## src/rtl/c4_pkg.sv

```systemverilog
// Shared constants, state encoding and address helper for the Connect-4 move controller.
package c4_pkg;

    localparam int ROWS       = 6;
    localparam int COLS       = 7;
    localparam int ROW_STRIDE = 4;
    localparam int MAX_MOVES  = 42;

    typedef enum logic [1:0] {
        IDLE  = 2'd0,
        WRITE = 2'd1,
        CHECK = 2'd2,
        OVER  = 2'd3
    } c4_state_t;

    // Board write address used by the win checker: row 0 is the top row.
    function automatic logic [4:0] row_to_waddr(input logic [2:0] row);
        return 5'(int'(row) * ROW_STRIDE);
    endfunction

endpackage

```

## src/rtl/col_height_tracker.sv

```systemverilog
// Per-column fill heights; reports the height and full flag of the selected column.
module col_height_tracker
    import c4_pkg::*;
(
    input  logic       clk,
    input  logic       rst,
    input  logic       clr,
    input  logic       inc,
    input  logic [2:0] col,
    output logic [2:0] h,
    output logic       full
);

    logic [2:0] h_q [COLS];

    // Height counters: cleared by reset or a new game, bumped once per accepted drop.
    always_ff @(posedge clk) begin
        if (rst || clr) begin
            for (int i = 0; i < COLS; i++) h_q[i] <= '0;
        end else if (inc && (col < 3'(COLS)) && (h_q[col] != 3'(ROWS))) begin
            h_q[col] <= h_q[col] + 3'd1;
        end
    end

    // Select the addressed column; column 7 does not exist and reads as empty.
    always_comb begin
        h    = '0;
        full = 1'b0;
        if (col < 3'(COLS)) begin
            h    = h_q[col];
            full = (h_q[col] == 3'(ROWS));
        end
    end

endmodule

```

## src/rtl/c4_move_ctrl.sv

```systemverilog
// Move controller: accepts a column, applies gravity, issues one board write,
// waits for the win checker and then ends the game or passes the turn.
//
// Handshake: a move is taken on a rising clock edge where move_valid and
// move_ready are both high; move_valid must be held until then. An illegal
// or full column in that situation yields a one-cycle reject instead.
module c4_move_ctrl
    import c4_pkg::*;
#(
    parameter int   CHECK_LAT    = 3,
    parameter logic FIRST_PLAYER = 1'b1
) (
    input  logic       clk,
    input  logic       rst,
    input  logic       new_game,
    input  logic       move_valid,
    input  logic [2:0] move_col,
    output logic       move_ready,
    output logic       wr_en,
    output logic [4:0] waddr,
    output logic [2:0] colval,
    output logic       Player,
    input  logic       winflag,
    output logic       reject,
    output logic       board_clr,
    output logic       game_over,
    output logic       winner_valid,
    output logic       draw,
    output logic [1:0] state_dbg
);

    c4_state_t  state_q, state_d;
    logic [2:0] col_q;
    logic [2:0] lat_q;
    logic [5:0] moves_q;

    logic [2:0] trk_col;
    logic [2:0] trk_h;
    logic       trk_full;

    logic accept, rej, do_inc, win, drw, turn;

    // While idle the tracker looks at the requested column, afterwards at the latched one.
    assign trk_col   = (state_q == IDLE) ? move_col : col_q;
    assign state_dbg = state_q;

    col_height_tracker u_heights (
        .clk  (clk),
        .rst  (rst),
        .clr  (new_game),
        .inc  (do_inc),
        .col  (trk_col),
        .h    (trk_h),
        .full (trk_full)
    );

    // Next-state and per-cycle control strobes.
    always_comb begin
        state_d    = state_q;
        accept     = 1'b0;
        rej        = 1'b0;
        do_inc     = 1'b0;
        win        = 1'b0;
        drw        = 1'b0;
        turn       = 1'b0;
        move_ready = (state_q == IDLE) && !game_over;
        unique case (state_q)
            IDLE: begin
                if (move_valid && move_ready) begin
                    if ((move_col < 3'(COLS)) && !trk_full) begin
                        accept  = 1'b1;
                        state_d = WRITE;
                    end else begin
                        rej = 1'b1;
                    end
                end
            end
            WRITE: begin
                do_inc  = 1'b1;
                state_d = CHECK;
            end
            CHECK: begin
                if (lat_q == 3'd0) begin
                    if (winflag) begin
                        win     = 1'b1;
                        state_d = OVER;
                    end else if (moves_q == 6'(MAX_MOVES)) begin
                        drw     = 1'b1;
                        state_d = OVER;
                    end else begin
                        turn    = 1'b1;
                        state_d = IDLE;
                    end
                end
            end
            OVER: begin
                state_d = OVER;
            end
            default: state_d = IDLE;
        endcase
    end

    // State register; a new game behaves exactly like reset for the FSM.
    always_ff @(posedge clk) begin
        if (rst || new_game) state_q <= IDLE;
        else                 state_q <= state_d;
    end

    // Datapath and output registers; board_clr only pulses for new_game without rst.
    always_ff @(posedge clk) begin
        if (rst || new_game) begin
            col_q        <= '0;
            lat_q        <= '0;
            moves_q      <= '0;
            wr_en        <= 1'b0;
            waddr        <= '0;
            colval       <= '0;
            Player       <= FIRST_PLAYER;
            reject       <= 1'b0;
            board_clr    <= new_game && !rst;
            game_over    <= 1'b0;
            winner_valid <= 1'b0;
            draw         <= 1'b0;
        end else begin
            board_clr <= 1'b0;
            wr_en     <= accept;
            reject    <= rej;
            if (accept) begin
                col_q  <= move_col;
                colval <= move_col;
                waddr  <= row_to_waddr(3'(ROWS - 1) - trk_h);
            end
            if (do_inc) begin
                moves_q <= moves_q + 6'd1;
                lat_q   <= 3'(CHECK_LAT - 1);
            end else if ((state_q == CHECK) && (lat_q != 3'd0)) begin
                lat_q <= lat_q - 3'd1;
            end
            if (turn) Player <= ~Player;
            if (win) begin
                game_over    <= 1'b1;
                winner_valid <= 1'b1;
            end
            if (drw) begin
                game_over <= 1'b1;
                draw      <= 1'b1;
            end
        end
    end

endmodule

```

## config.mk

```make
export PLATFORM = sky130hd
export DESIGN_NAME = c4_move_ctrl
export DESIGN_NICKNAME = d
export VERILOG_FILES = /design/src/rtl/c4_pkg.sv /design/src/rtl/col_height_tracker.sv /design/src/rtl/c4_move_ctrl.sv
export SDC_FILE = /design/constraint.sdc
export NUM_CORES = 1
export LEC_CHECK = 0
export CAP_MARGIN = 40
export CORE_MARGIN = 8
export CORE_UTILIZATION = 35
export DETAILED_ROUTE_END_ITERATION = 10
export PLACE_DENSITY_LB_ADDON = 0.3
export SKIP_LAST_GASP = 1
export SLEW_MARGIN = 40
export SYNTH_ARGS = -nofsm -noshare
export SYNTH_HDL_FRONTEND = slang
export SYNTH_SLANG_ARGS = --single-unit
export TNS_END_PERCENT = 1
```

## constraint.sdc

```tcl
create_clock -name clk -period 5.65 [get_ports clk]
set_clock_uncertainty 0.05 [all_clocks]
set_input_delay 1.13 -clock clk [delete_from_list [all_inputs] [get_ports clk]]
set_output_delay 1.13 -clock clk [all_outputs]
set_load 0.05 [all_outputs]
```

==> metrics.txt <==
Worst path max stage delay=~0.67 ns; Antenna Cells=0; main flop type after synthesis=dfxtp_1; post-cts resize count=0; pwr dens=between 200 and 250 mW/mm^2; Detailed Route WL=6140 um; Initial Util=0.3600; worst slew pin tran=about 0.75 ns; drt wl/cell=between 15 and 20 um; Setup Total Neg Slack=0 ns; Synth top area share=0.2428; Synth area leaders=edfxtp_1 24%, dfxtp_1 21%, mux2i_1 5.8%; Max Freq=0.2390 GHz; Pleak=1.095 nW; core area=about 0.007 sq mm; FP Rows=31; max-cap viol count=0; first-pass GRT wire length=between 9000 and 10000 um; Final setup viols=0; Total Routing Usage GR=0.1243; Worst EP required=around 5.6 ns; crit-path cells=clkdlybuf4s50_1, nor3b_1, nor2_2, mux2i_1, a221o_1, ha_1, a41o_1, o21ai_0; Worst Path Buf+Inv=1; total grt overflow=0; P&R area growth vs syn=14.21%; CP delay by family, top=compound AO/OA/AOI/OAI gates; dpl hpwl=roughly 4500 um; Post-CTS Hold Buffers=0; Clock Root Buffer=clkbuf_8; Iteration-0 DRC Markers=129; fin. max-slew vios=0; Via density=5.307; DR pass1 iterations=4; Clock Path Buffers=2; Clk pin slew, worst setup/hold paths=around 0.090 ns; Post-DRT Antenna Nets=0; clock sink count=between 40 and 50; status=completed; Worst path slowest cell=clkdlybuf4s50_1; Worst slew margin=0.4926; Clk Latency, worst-skew pair=~0.31 ns; fin crit period=4.183 ns; Post-Synthesis Cells=272; # IOs=26; WHS=approximately 0.43 ns; largest net degree at the start of global routing=25; maximum VDD drop=about 0.084 mV; vias in the first global route=a little under 2000; Die Y=around 100 um; EDFF count, synth=21; Synth Register Bits=48; area of the die=about 0.010 sq mm; asr flop ratio synth=0; CTS tree=yes; RSZ-0062 raised after global routing=no; fin crit share=0.7404; crit-path max FO=10; Synth top cells by count=27 x dfxtp_1, 27 x nor2_1, 21 x edfxtp_1, 21 x nand2_1, 18 x o21ai_0; Synth area leader=edfxtp_1; CP Capture Type=flop; YS warnings=0; Pwr Total=just over 0.7 mW; dpl cell area=~0.0029 sq mm; die width=just over 100 um; Worst Hold Class=reg2reg; Layout Nets=a little over 300; mapped cell area=roughly 0.0026 sq mm; setup bufs post-CTS=0; Post-Layout Cell Count=about 390; synthesized area per cell=around 9.5 sq um; CP Launch Type=input pin; CTS H-tree lvls=2; Crit Path Class=in2reg; Synth cell types=between 50 and 60; via count=2075; I/O Buffers=23; dpl cells=approximately 380; share of layout cells above drive strength 1=0.08219; data arrival time of the critical path=4.09 ns; DRC=0; fin area=approximately 0.0030 sq mm; final hold violations=0; CTS buffer count=5; antenna violations before repair=0; Final GP Congestion=just over 0.9; register area share after synthesis=0.4509
==> where the power goes <==
part           internal [mW]  total, mW  switching (mW)
sequential             0.372      0.382         0.00975
clock                 0.0885      0.210           0.122
combinational         0.0468      0.132          0.0851
total                  0.507      0.724           0.217
==> final cells by class <==
type	instances	area, sq um
flip-flops and latches	48	1171
inverters	10	37.54
clock buffers	5	68.82
fillers	734	4248
repair buffers	24	237.7
well taps	99	123.9
clock inverters	3	21.27
multi-input cells	202	1306
==> state kept, by name (all words and copies together) (netlist names), 2 cells and up <==
name,count
u_heights.h_q,24
lat_q,3
state_dbg,2
waddr,3
moves_q,6
col_q,3
==> per-stage QoR <==
step           utilization  setup WS [ns]
4_1_cts             0.4105          1.492
5_1_grt             0.4112          1.174
6_report            0.4112          1.467
3_5_place_dp        0.3980          1.178
2_1_floorplan            -          2.056
3_3_place_gp        0.3980          1.299
==> worst reg2reg max path, delay by kind of cell (launching register included) <==
| family | cells | cell delay (ns) |
|---|---|---|
| AO/OA/AOI/OAI | 4 | 1.76 |
| adder cells (fa/ha/maj) | 1 | 0.25 |
| buffers and inverters | 1 | 0.08 |
| flip-flops | 1 | 0.77 |
| AND/OR/NAND/NOR | 1 | 0.23 |
==> cells by family after synthesis <==
logic type                 share of synthesized area
and+or+nand+nor                               0.2283
AOI/OAI and AO/OA                             0.1358
DFF                                           0.4509
buffers and inverters                        0.05395
muxes                                        0.08381
adders and majority gates                    0.02890
xor gates and xnor gates                     0.01686
other                                       0.001444
==> cell usage in the layout, fill, tap and decap left out, types with 2 or more instances in the layout <==
master	Yosys	final
conb_1	1	5
nand2_1	21	21
nand2b_1	3	3
nor2b_1	6	6
o21ai_0	18	18
mux2_2	2	2
edfxtp_1	21	21
dfxtp_1	27	27
a221o_1	2	2
mux2i_4	2	2
a31oi_1	4	4
nor3_1	12	12
and2_1	3	3
nand4_1	3	3
xnor2_1	2	2
nor2_1	27	27
a21oi_1	12	12
nor4bb_1	2	2
inv_1	10	10
and3_1	7	7
ha_1	6	6
inv_4	0	2
nand3_1	14	14
o22ai_1	2	2
clkbuf_8	0	5
xor2_1	3	3
mux2i_1	15	15
or2_2	2	2
clkdlybuf4s50_1	0	23
==> layer usage <==
layer,part of all wire,GRT usage
met1,0.43,0.1563
met2,0.48,0.1924
met3,0.069,0.03338
met4,0.027,0.05982
met5,0,0
==> path summary, 6_finish.rpt <==
path | endpoint | slack (ns) | start | depth (start not counted)
worst min-delay path | waddr[2] | 0.43 | waddr[2] | 2
worst min register to register | waddr[2] | 0.43 | waddr[2] | 2
worst max register to register | u_heights.h_q[2][0] | 2.15 | state_dbg[0] | 7
worst max-delay path | u_heights.h_q[2][0] | 1.47 | move_col[0] | 8
(Power assumes the default switching activity.)
